**config.mk**
```make
export PLATFORM = sky130hd
export DESIGN_NAME = tile_judge_flat
export DESIGN_NICKNAME = d
export VERILOG_FILES = /design/src/rtl/tile_judge_pkg.sv /design/src/rtl/tile_judge_if.sv /design/src/rtl/tile_judge_key_edge.sv /design/src/rtl/tile_judge.sv /design/src/flat_wrapper.sv
export SDC_FILE = /design/constraint.sdc
export NUM_CORES = 1
export LEC_CHECK = 0
export CAP_MARGIN = 20
export CORE_UTILIZATION = 35
export CTS_BUF_LIST = sky130_fd_sc_hd__clkbuf_4 sky130_fd_sc_hd__clkbuf_8
export CTS_CLUSTER_SIZE = 16
export DETAILED_ROUTE_END_ITERATION = 8
export DONT_BUFFER_PORTS = 1
export PLACE_DENSITY = 0.49
export SKIP_LAST_GASP = 1
export SLEW_MARGIN = 10
export SYNTH_ARGS = -nofsm -noshare
export SYNTH_HDL_FRONTEND = slang
export SYNTH_SLANG_ARGS = --single-unit
```
**constraint.sdc**
```tcl
create_clock -name frame_clk -period 3.6 [get_ports frame_clk]
set_input_delay 0.36 -clock frame_clk [delete_from_list [all_inputs] [get_ports frame_clk]]
set_output_delay 0.36 -clock frame_clk [all_outputs]
set_load 0.02 [all_outputs]
```
**src/rtl/tile_judge_pkg.sv**
```systemverilog
// Shared definitions for the piano-tiles datapath: lane count, lane keycodes,
// game state encoding and the packed lane-Y helpers used by the judge and the movers.
package tile_pkg;

   localparam int unsigned LANES = 4;

   // USB HID usage codes for the four lane keys
   localparam logic [7:0] KEY_A = 8'h04;
   localparam logic [7:0] KEY_S = 8'h16;
   localparam logic [7:0] KEY_D = 8'h07;
   localparam logic [7:0] KEY_F = 8'h09;

   typedef enum logic {
      PLAY = 1'b0,
      OVER = 1'b1
   } game_state_t;

   // Keycode for a lane; lanes without a key return 0 (never a valid press)
   function automatic logic [7:0] lane_key(input int unsigned lane);
      logic [7:0] code;
      unique case (lane)
         0:       code = KEY_A;
         1:       code = KEY_S;
         2:       code = KEY_D;
         3:       code = KEY_F;
         default: code = 8'h00;
      endcase
      return code;
   endfunction

   // Lane i occupies bits [10i+9:10i] of the packed Y bus
   function automatic logic [9:0] lane_y(input logic [LANES*10-1:0] ys, input int unsigned lane);
      return ys[10*lane +: 10];
   endfunction

   function automatic logic [LANES*10-1:0] pack_lane_y(input logic [LANES*10-1:0] ys,
                                                       input int unsigned         lane,
                                                       input logic [9:0]          y);
      logic [LANES*10-1:0] r;
      r = ys;
      r[10*lane +: 10] = y;
      return r;
   endfunction

endpackage

```
**src/rtl/tile_judge_if.sv**
```systemverilog
// Bundle between the game-logic side (keyboard, movers, HUD) and the hit judge.
// master drives keycode/spawn/positions, slave is the judge.
interface tile_judge_if #(
   parameter int unsigned LANES = tile_pkg::LANES
);

   logic [7:0]          keycode;
   logic [LANES-1:0]    note_spawn;
   logic [LANES*10-1:0] tile_y;

   logic [LANES-1:0]    kill;
   logic [3:0]          speed;
   logic [15:0]         score;
   logic [1:0]          lives;
   logic                game_over;
   logic                hit_pulse;
   logic                miss_pulse;

   modport master (
      output keycode, note_spawn, tile_y,
      input  kill, speed, score, lives, game_over, hit_pulse, miss_pulse
   );

   modport slave (
      input  keycode, note_spawn, tile_y,
      output kill, speed, score, lives, game_over, hit_pulse, miss_pulse
   );

endinterface

```
**src/rtl/tile_judge_key_edge.sv**
```systemverilog
// Keyboard edge detect: a lane press is reported only on the frame the keycode
// changes to that lane's code, so a held key yields exactly one press.
module key_edge #(
   parameter int unsigned LANES = tile_pkg::LANES
) (
   input  logic             frame_clk,
   input  logic             Reset_n,
   input  logic [7:0]       keycode,
   output logic [LANES-1:0] press
);
   import tile_pkg::*;

   logic [7:0] prev_q;

   // Remember last frame's keycode
   always_ff @(posedge frame_clk) begin
      if (!Reset_n) begin
         prev_q <= 8'h00;
      end else begin
         prev_q <= keycode;
      end
   end

   // One-hot lane decode, gated by a change in keycode; code 0 is "no key"
   always_comb begin
      press = '0;
      if ((keycode != prev_q) && (keycode != 8'h00)) begin
         for (int unsigned i = 0; i < LANES; i++) begin
            if (keycode == lane_key(i)) begin
               press[i] = 1'b1;
            end
         end
      end
   end

endmodule

```
**src/rtl/tile_judge.sv**
```systemverilog
// Hit-judgement and game-state stage. Judges each lane's tile against the hit
// window once per frame, issues kill pulses back to the movers, and keeps
// score, lives and fall speed for the HUD. All outputs are registered.
module tile_judge #(
   parameter int unsigned LANES     = tile_pkg::LANES,
   parameter int unsigned TILE_SIZE = 75,
   parameter int unsigned HIT_TOP   = 330,
   parameter int unsigned HIT_BOT   = 479,
   parameter int unsigned LIVES     = 3,
   parameter int unsigned STEP_HITS = 8
) (
   input logic         frame_clk,
   input logic         Reset_n,
   tile_judge_if.slave bus
);
   import tile_pkg::*;

   localparam int unsigned CntW  = $clog2(STEP_HITS + 1);
   localparam int unsigned LossW = $clog2(LANES + 1);

   game_state_t         state_q, state_d;
   logic [LANES-1:0]    armed_q, armed_d;
   logic [LANES-1:0]    kill_q, kill_d;
   logic [3:0]          speed_q, speed_d;
   logic [15:0]         score_q, score_d;
   logic [1:0]          lives_q, lives_d;
   logic                hit_q, hit_d;
   logic                miss_q, miss_d;
   logic [CntW-1:0]     hit_cnt_q, hit_cnt_d;

   logic [LANES-1:0]    press;
   logic [LANES-1:0]    in_window;
   logic [LANES-1:0]    past_bottom;
   logic [LANES-1:0]    lane_hit;
   logic [LANES-1:0]    lane_wrong;
   logic [LANES-1:0]    lane_miss;
   logic [LossW-1:0]    loss_cnt;

   key_edge #(
      .LANES (LANES)
   ) u_key_edge (
      .frame_clk (frame_clk),
      .Reset_n   (Reset_n),
      .keycode   (bus.keycode),
      .press     (press)
   );

   // Per-lane classification. Bottom edge is formed at 11 bits so Y near the
   // top of the 10-bit range cannot wrap back into the window.
   for (genvar g = 0; g < LANES; g++) begin : g_lane
      logic [10:0] bottom;
      assign bottom         = 11'(bus.tile_y[10*g +: 10]) + 11'(TILE_SIZE);
      assign in_window[g]   = bottom >= 11'(HIT_TOP);
      assign past_bottom[g] = bottom >= 11'(HIT_BOT);
      // A press at or past the bottom still counts as a hit
      assign lane_hit[g]    = press[g] & armed_q[g] & in_window[g];
      assign lane_wrong[g]  = press[g] & ~(armed_q[g] & in_window[g]);
      assign lane_miss[g]   = ~press[g] & armed_q[g] & past_bottom[g];
   end

   // Count life losses this frame: one wrong press at most, several misses possible
   always_comb begin
      loss_cnt = '0;
      for (int unsigned i = 0; i < LANES; i++) begin
         loss_cnt = loss_cnt + LossW'(lane_wrong[i] | lane_miss[i]);
      end
   end

   // Game FSM next state plus all registered-output next values
   always_comb begin
      state_d   = state_q;
      armed_d   = armed_q;
      kill_d    = '0;
      speed_d   = speed_q;
      score_d   = score_q;
      lives_d   = lives_q;
      hit_d     = 1'b0;
      miss_d    = 1'b0;
      hit_cnt_d = hit_cnt_q;

      unique case (state_q)
         PLAY: begin
            // A spawn on the same lane re-arms it and suppresses the kill
            armed_d = (armed_q & ~(lane_hit | lane_miss)) | bus.note_spawn;
            kill_d  = (lane_hit | lane_miss) & ~bus.note_spawn;
            hit_d   = |lane_hit;
            miss_d  = (loss_cnt != '0);

            if (hit_d) begin
               if (score_q != 16'hFFFF) begin
                  score_d = score_q + 16'd1;
               end
               if (hit_cnt_q == CntW'(STEP_HITS - 1)) begin
                  hit_cnt_d = '0;
                  if (speed_q != 4'hF) begin
                     speed_d = speed_q + 4'd1;
                  end
               end else begin
                  hit_cnt_d = hit_cnt_q + CntW'(1);
               end
            end

            if (32'(loss_cnt) >= 32'(lives_q)) begin
               lives_d = 2'd0;
            end else begin
               lives_d = lives_q - 2'(loss_cnt);
            end

            if (lives_d == 2'd0) begin
               state_d = OVER;
            end
         end
         OVER: begin
            // Absorbing: everything holds, pulses stay low
         end
         default: begin
            state_d = PLAY;
         end
      endcase
   end

   // State and output registers with synchronous active-low reset
   always_ff @(posedge frame_clk) begin
      if (!Reset_n) begin
         state_q   <= PLAY;
         armed_q   <= '0;
         kill_q    <= '0;
         speed_q   <= 4'd0;
         score_q   <= 16'd0;
         lives_q   <= 2'(LIVES);
         hit_q     <= 1'b0;
         miss_q    <= 1'b0;
         hit_cnt_q <= '0;
      end else begin
         state_q   <= state_d;
         armed_q   <= armed_d;
         kill_q    <= kill_d;
         speed_q   <= speed_d;
         score_q   <= score_d;
         lives_q   <= lives_d;
         hit_q     <= hit_d;
         miss_q    <= miss_d;
         hit_cnt_q <= hit_cnt_d;
      end
   end

   assign bus.kill       = kill_q;
   assign bus.speed      = speed_q;
   assign bus.score      = score_q;
   assign bus.lives      = lives_q;
   assign bus.game_over  = (state_q == OVER);
   assign bus.hit_pulse  = hit_q;
   assign bus.miss_pulse = miss_q;

endmodule

```
**src/flat_wrapper.sv**
```systemverilog
// flat-port wrapper written by rule: the top's interface ports become plain ports
module tile_judge_flat import tile_pkg::*;
#(
   parameter int unsigned LANES     = tile_pkg::LANES,
   parameter int unsigned TILE_SIZE = 75,
   parameter int unsigned HIT_TOP   = 330,
   parameter int unsigned HIT_BOT   = 479,
   parameter int unsigned LIVES     = 3,
   parameter int unsigned STEP_HITS = 8
)
  (frame_clk, Reset_n, bus_keycode, bus_note_spawn, bus_tile_y, bus_kill, bus_speed, bus_score, bus_lives, bus_game_over, bus_hit_pulse, bus_miss_pulse);
  tile_judge_if #(.LANES(LANES)) bus_i ();
  input logic frame_clk;
  input logic Reset_n;
  input wire logic [$bits(bus_i.keycode)-1:0] bus_keycode;
  input wire logic [$bits(bus_i.note_spawn)-1:0] bus_note_spawn;
  input wire logic [$bits(bus_i.tile_y)-1:0] bus_tile_y;
  output wire logic [$bits(bus_i.kill)-1:0] bus_kill;
  output wire logic [$bits(bus_i.speed)-1:0] bus_speed;
  output wire logic [$bits(bus_i.score)-1:0] bus_score;
  output wire logic [$bits(bus_i.lives)-1:0] bus_lives;
  output wire logic [$bits(bus_i.game_over)-1:0] bus_game_over;
  output wire logic [$bits(bus_i.hit_pulse)-1:0] bus_hit_pulse;
  output wire logic [$bits(bus_i.miss_pulse)-1:0] bus_miss_pulse;
  assign bus_i.keycode = bus_keycode;
  assign bus_i.note_spawn = bus_note_spawn;
  assign bus_i.tile_y = bus_tile_y;
  assign bus_kill = bus_i.kill;
  assign bus_speed = bus_i.speed;
  assign bus_score = bus_i.score;
  assign bus_lives = bus_i.lives;
  assign bus_game_over = bus_i.game_over;
  assign bus_hit_pulse = bus_i.hit_pulse;
  assign bus_miss_pulse = bus_i.miss_pulse;
  tile_judge #(.LANES(LANES), .TILE_SIZE(TILE_SIZE), .HIT_TOP(HIT_TOP), .HIT_BOT(HIT_BOT), .LIVES(LIVES), .STEP_HITS(STEP_HITS)) u_core (.frame_clk(frame_clk), .Reset_n(Reset_n), .bus(bus_i));
endmodule
```
; ---- Yosys cells after proc, flatten, opt, wreduce, memory -nomap -nowiden
; Index checks and enable logic that the tools add are counted.
[word_totals]
inputBits = 54
output_inout_bits = 29
elab_cells = 105
ff_bits = 45
[classes]
n_lt_le_gt_ge = 9
muxes = 14
n_eq_ne = 8
n_addsub = 11
reduce_logical = 9
bitwise_logic = 44
[op_table]
columns = op, n
row1 = $ge A11 B9 Y1 const B, 8
row2 = $add A10 B7 Y11 const B, 4
row3 = $eq A8 B8 Y1, 4
row4 = $mux W8, 4
row5 = $and A1 B1 Y1, 24
row6 = $add A16 B1 Y16 const B, 1
row7 = $ne A16 B16 Y1 const B, 1
row8 = $not A1 Y1, 10
row9 = $add A3 B3 Y3, 3
row10 = $add A4 B1 Y4 const B, 2
row11 = $and A4 B4 Y4, 2
row12 = $mux W4, 2
row13 = $ne A8 B8 Y1, 1
row14 = $not A4 Y4, 2
row15 = $or A4 B4 Y4, 2
row16 = $reduce_bool A8 Y1, 1
row17 = $mux W1, 6
row18 = $eq A4 B3 Y1 const B, 1
row19 = $mux W2, 2
row20 = $ne A4 B4 Y1 const B, 1
row21 = $or A1 B1 Y1, 4
row22 = $reduce_and A4 Y1, 1
row23 = $reduce_or A4 Y1, 1
row24 = $ge A3 B2 Y1, 1
row25 = 7 further kinds, 7

; ---- Longest topological paths before layout
[logic_depth]
depth_word = 19
ltp_mapped = 19
ltp_nobuf = 18

; ---- By module
; From an unflattened synthesis, not the netlist that was laid out.
[unflattened]
hier_cells = 470
hier_area_um2 = 3585.9
[by_module_without_submodules]
columns = module, cells_per_inst, area_each_um2, seq_area_each_um2, n_inst
row1 = tile_judge, 430, 3191.8, 740.7, 1
row2 = key_edge, 40, 394.1, 160.2, 1

; ---- Worst setup path before layout
; OpenSTA, ideal clock, no wires.
[synth_path]
kind = input to register
from = in bus_tile_y[10]
to = reg u_core.state_q (netlist: u_core.bus.game_over)
setup_time_ps = 128
arrival_time_ps = 3789
cell_stages = 15
required_ps = 3472
path_buffers = 1
path_slack_ps = -316
path_cell_list = buf_2 -> inv_1 -> ha_1 -> or3_1 -> a2111oi_0 -> nor4_1 -> o32a_1 -> o221a_2 -> a21o_1 -> ha_1 -> ha_1 -> nand2b_1 -> a311o_1 -> a21oi_1 -> nor2_1
[synth_between]
elab_chain_cells = 15
word_cells_on_any_way = 18
cone_classes = 5 x add/sub / 3 x order compare / 4 x mux / 5 x bitwise / 1 x reduce/logical
[synth_lines]
columns = element, line_no
row1 = "start, declared", flat_wrapper.sv:17  ; input wire logic [$bits(bus_i.tile_y)-1:0] bus_tile_y;
row2 = $add A10 B7 Y11 *, tile_judge.sv:52  ; assign bottom = 11'(bus.tile_y[10*g +: 10]) + 11'(TILE_SIZE);
row3 = $ge A11 B9 Y1, tile_judge.sv:53  ; assign in_window[g] = bottom >= 11'(HIT_TOP);
row4 = $and A1 B1 Y1, tile_judge.sv:57  ; assign lane_wrong[g] = press[g] & ~(armed_q[g] & in_window[g]);
row5 = $not A1 Y1, tile_judge.sv:57
row6 = $and A1 B1 Y1, tile_judge.sv:57
row7 = $or A1 B1 Y1 *, tile_judge.sv:65  ; loss_cnt = loss_cnt + LossW'(lane_wrong[i] | lane_miss[i]);
row8 = $add A3 B3 Y3 * (3 in a row), tile_judge.sv:65
row9 = $ge A3 B2 Y1 / $sub A2 B2 Y2 (equally long branches), "tile_judge.sv:103, tile_judge.sv:106"
row10 = $mux W2 *, tile_judge.sv:103  ; if (32'(loss_cnt) >= 32'(lives_q)) begin
row11 = $mux W2 *, tile_judge.sv:81  ; unique case (state_q)
row12 = $logic_not A2 Y1 *, tile_judge.sv:109  ; if (lives_d == 2'd0) begin
row13 = $mux W1 *, tile_judge.sv:109
row14 = $mux W1 *, tile_judge.sv:81
row15 = "end signal, assigned", tile_judge.sv:135  ; state_q <= state_d;
row16 = "end, declared", tile_judge.sv:21  ; game_state_t state_q, state_d;
; Mark *: on every way between the ends. The rest lies on a longest branch, timed or not. The select of a mux whose other input is x is not followed.
; A chain may end at the register's enable or synchronous reset.

; ---- Final worst setup path
[layout_path]
from = in bus_tile_y[1]
to = reg u_core.state_q (netlist: u_core.bus.game_over)
; Same word-level chain as after synthesis.

==> impl_metrics.tcl <==
set metrics [dict create \
    ctsResizeCount 0 \
    synth_most_common_cell "nand2_1" \
    clock_latency_ns 0.30 \
    skew_ns 0.00866 \
    ys_seq_area_frac 0.234 \
    final-hold-violation-count 0 \
    finalSetupViolCount 0 \
    outcome "completed" \
    min-delay-start "bus_note_spawn[1]" \
    power.leakage_nw 1.51 \
    antennaDiodeCount 0 \
    yosys_warnings 0 \
    r2r_cells 12 \
    initial_utilization 0.367 \
    rsz0062_at_grt "no" \
    grt-ovfl-total 0 \
    async_reset_ff_frac 0 \
    hold_path_depth 1 \
    cts_tree "done" \
    synth.cell_area_sq_mm 0.00385 \
    grt_max_degree 45 \
    synth_top_flop_cell "dfxtp_1" \
    rows 37 \
    drt_iter0_markers 154 \
    regToRegSetupSlack_ns 0.31 \
    worstPathMaxFanout 8 \
    hold_class "in2reg" \
    firstDrtPassIters 6 \
    die_w_um 107 \
    drt_drc_violations_left 0 \
    critical_path_arrival_ns 3.55 \
    critPathRequiredTime_ns 3.77 \
    timing.hold.worst_endpoint "u_core.bus.kill[1]" \
    routedWlPerCell_um 15.5 \
    routed-via-count 3613 \
    routed_wl_um 9650 \
    fin_crit_ns 3.37 \
    first_global_vias 3408 \
    post-synth-top-area-cell "dfxtp_1" \
    portBuffers 0 \
    vias_per_cell 5.80 \
    worstSetupStartpointType "primary input" \
    crit_chain "inv_2, ha_4, or3b_2, nor4b_1, o311a_1, o32a_1, nor3b_4, a21oi_2, fa_1, ha_4, fa_1, a311o_1, a21oi_1, nor2_1" \
    worst_pin_slew_ns 0.513 \
    fmax_mhz 297 \
    synth.avg_cell_area_sq_um 7.81 \
    highest_layer "met4" \
    core_region_area_sq_mm 0.0105 \
    place_hpwl_um 7360 \
    cts_buffers 5 \
    min_period_over_period 0.937 \
    slew_headroom 0.657 \
    drv_cap 0 \
    grt_pass1_wl_um 16000 \
    gr-usage-all-layers 0.169 \
    ioPinCount 83 \
    dieArea_sq_mm 0.0114 \
    htreeDepth 2 \
    synth.area.top_cells "dfxtp_1, ha_1, nand2_1, mux2i_1, a21oi_1" \
    post_cts_buffers 0 \
    drv_slew 0 \
    synth-seq-cells 45 \
    r2r-start "u_core.u_key_edge.prev_q[7]" \
    synth-edff-count 0 \
    antenna_found_initial 0 \
    cp-end-kind "register" \
    dr_wl_met3_um 565 \
    crit_type "in2reg" \
    cts_hold_buffers 0 \
    path_clk_slew_ns 0.09 \
    ys_types 76 \
    layout_setup_ws_ns 0.228 \
    critPathMaxStageDelay_ns 0.48 \
    dr_wl_met2_um 4560 \
    wirelength_met1_um 4480 \
    r2r_end "u_core.bus.game_over" \
    place.gp.congestion 0.822 \
    cts_num_sinks 45 \
    area_growth_pct 9.42 \
    fp.dieH_um 107 \
    postRouteAntennaNets 0 \
    cellPowerDensity_mw_per_mm2 339 \
    fin_nets 557 \
    syn_inst 493 \
    root_buffer "clkbuf_8" \
    layout-drive-gt1-share 0.101 \
    pre_cts_ws_ns -0.0864 \
    yosys-top-cells-count "nand2_1, dfxtp_1, a21oi_1, inv_1, nor2_1" \
    clockBufferDepth 2 \
    cp_slowest_cell "fa_1" \
    netlist.area_leader.share 0.234 \
    ir_worst_vdd_v 0.000194 \
    utilization 0.401 \
    synthesis.nets 564 \
]
-- how the worst max path moves through the flow --
stage,startpoint,end,cells after the start
detailed placement,bus_tile_y[1],u_core.bus.game_over,14
global placement,bus_tile_y[1],u_core.bus.game_over,14
global route,bus_tile_y[30],u_core.bus.game_over,14
CTS,bus_tile_y[1],u_core.bus.game_over,14
floorplan,bus_tile_y[20],u_core.bus.game_over,16
finish,bus_tile_y[1],u_core.bus.game_over,14
-- cell type report --
type	count	area, sq um
Multi-Input combinational cell	397	2840
Clock buffer	6	76.3
Sequential cell	45	901
Inverter	26	103
Fill cell	1069	6290
Timing Repair Buffer	11	82.6
Clock inverter	2	38.8
Tap cell	136	170
-- metal layers --
layer | vias up | track usage
li1 | 1812 | -
met1 | 1711 | 0.218
met2 | 86 | 0.291
met3 | 4 | 0.0377
met4 | 0 | 0.0313
met5 | - | 0
-- sequential cells by signal (all words and copies together), names as in the netlist --
register / cells
u_core.bus.hit_pulse: 1
u_core.hit_cnt_q: 4
u_core.armed_q: 4
u_core.bus.miss_pulse: 1
u_core.bus.score: 16
u_core.bus.kill: 4
u_core.bus.speed: 4
u_core.bus.lives: 2
u_core.bus.game_over: 1
u_core.u_key_edge.prev_q: 8
-- metrics by stage --
step	setup TNS [ns]	cells	total power (W)	cell area, sq um	hold WS (ns)
after floorplan	0	493	0.000959	3980	0.433
after global placement	-0.0289	615	0.00104	4100	0.443
after detailed placement	-0.143	615	0.00104	4100	0.439
after CTS	0	623	0.00145	4220	0.111
after global routing	0	623	0.00153	4220	0.104
final	0	623	0.00143	4220	0.118
-- where the power goes --
| group | leakage (nW) | internal (W) | switching, W |
|---|---|---|---|
| registers | 0.367 | 0.000534 | 0.0000494 |
| clock network | 0.0588 | 0.000216 | 0.000184 |
| logic | 1.09 | 0.000205 | 0.000240 |
| total | 1.51 | 0.000955 | 0.000474 |
-- cells by family after synthesis --
| group | Yosys count | synth area share |
|---|---|---|
| AOI/OAI and AO/OA | 120 | 0.228 |
| xor gates and xnor gates | 20 | 0.0455 |
| adders and majority gates | 17 | 0.0591 |
| buffers and inverters | 51 | 0.0575 |
| DFF | 45 | 0.234 |
| muxes | 17 | 0.0448 |
| and+or+nand+nor | 223 | 0.331 |
-- worst max-delay path, delay by kind of cell --
kind                     cells  cell delay, ns
AND/OR/NAND/NOR              4            0.86
buffers and inverters        1            0.06
AO/OA/AOI/OAI                5            0.96
adder cells (fa/ha/maj)      4            1.32
-- cell usage in the layout (no fill, tap or decap), drive strengths merged, types with 3 or more instances in the layout --
master and n:
buf 11, a2111oi 3, clkbuf 6, and2 11, o21ai 17, o22ai 4
o31a 3, a21oi 28, or4 5, mux2i 15, a21o 5, a31oi 7
nor3 24, o221ai 3, nor4bb 3, nor2b 11, nand2b 22, nor4b 9
nor2 23, nand4 9, o211ai 9, o31ai 5, dfxtp 45, nor4 13
and3 4, and4b 3, ha 15, xor2 16, inv 26, or3 7
nand3 17, nor3b 3, o21a 7, nand3b 3, a211oi 4, nand2 46
xnor2 4
Note: power is estimated with default switching activity, not from simulation.
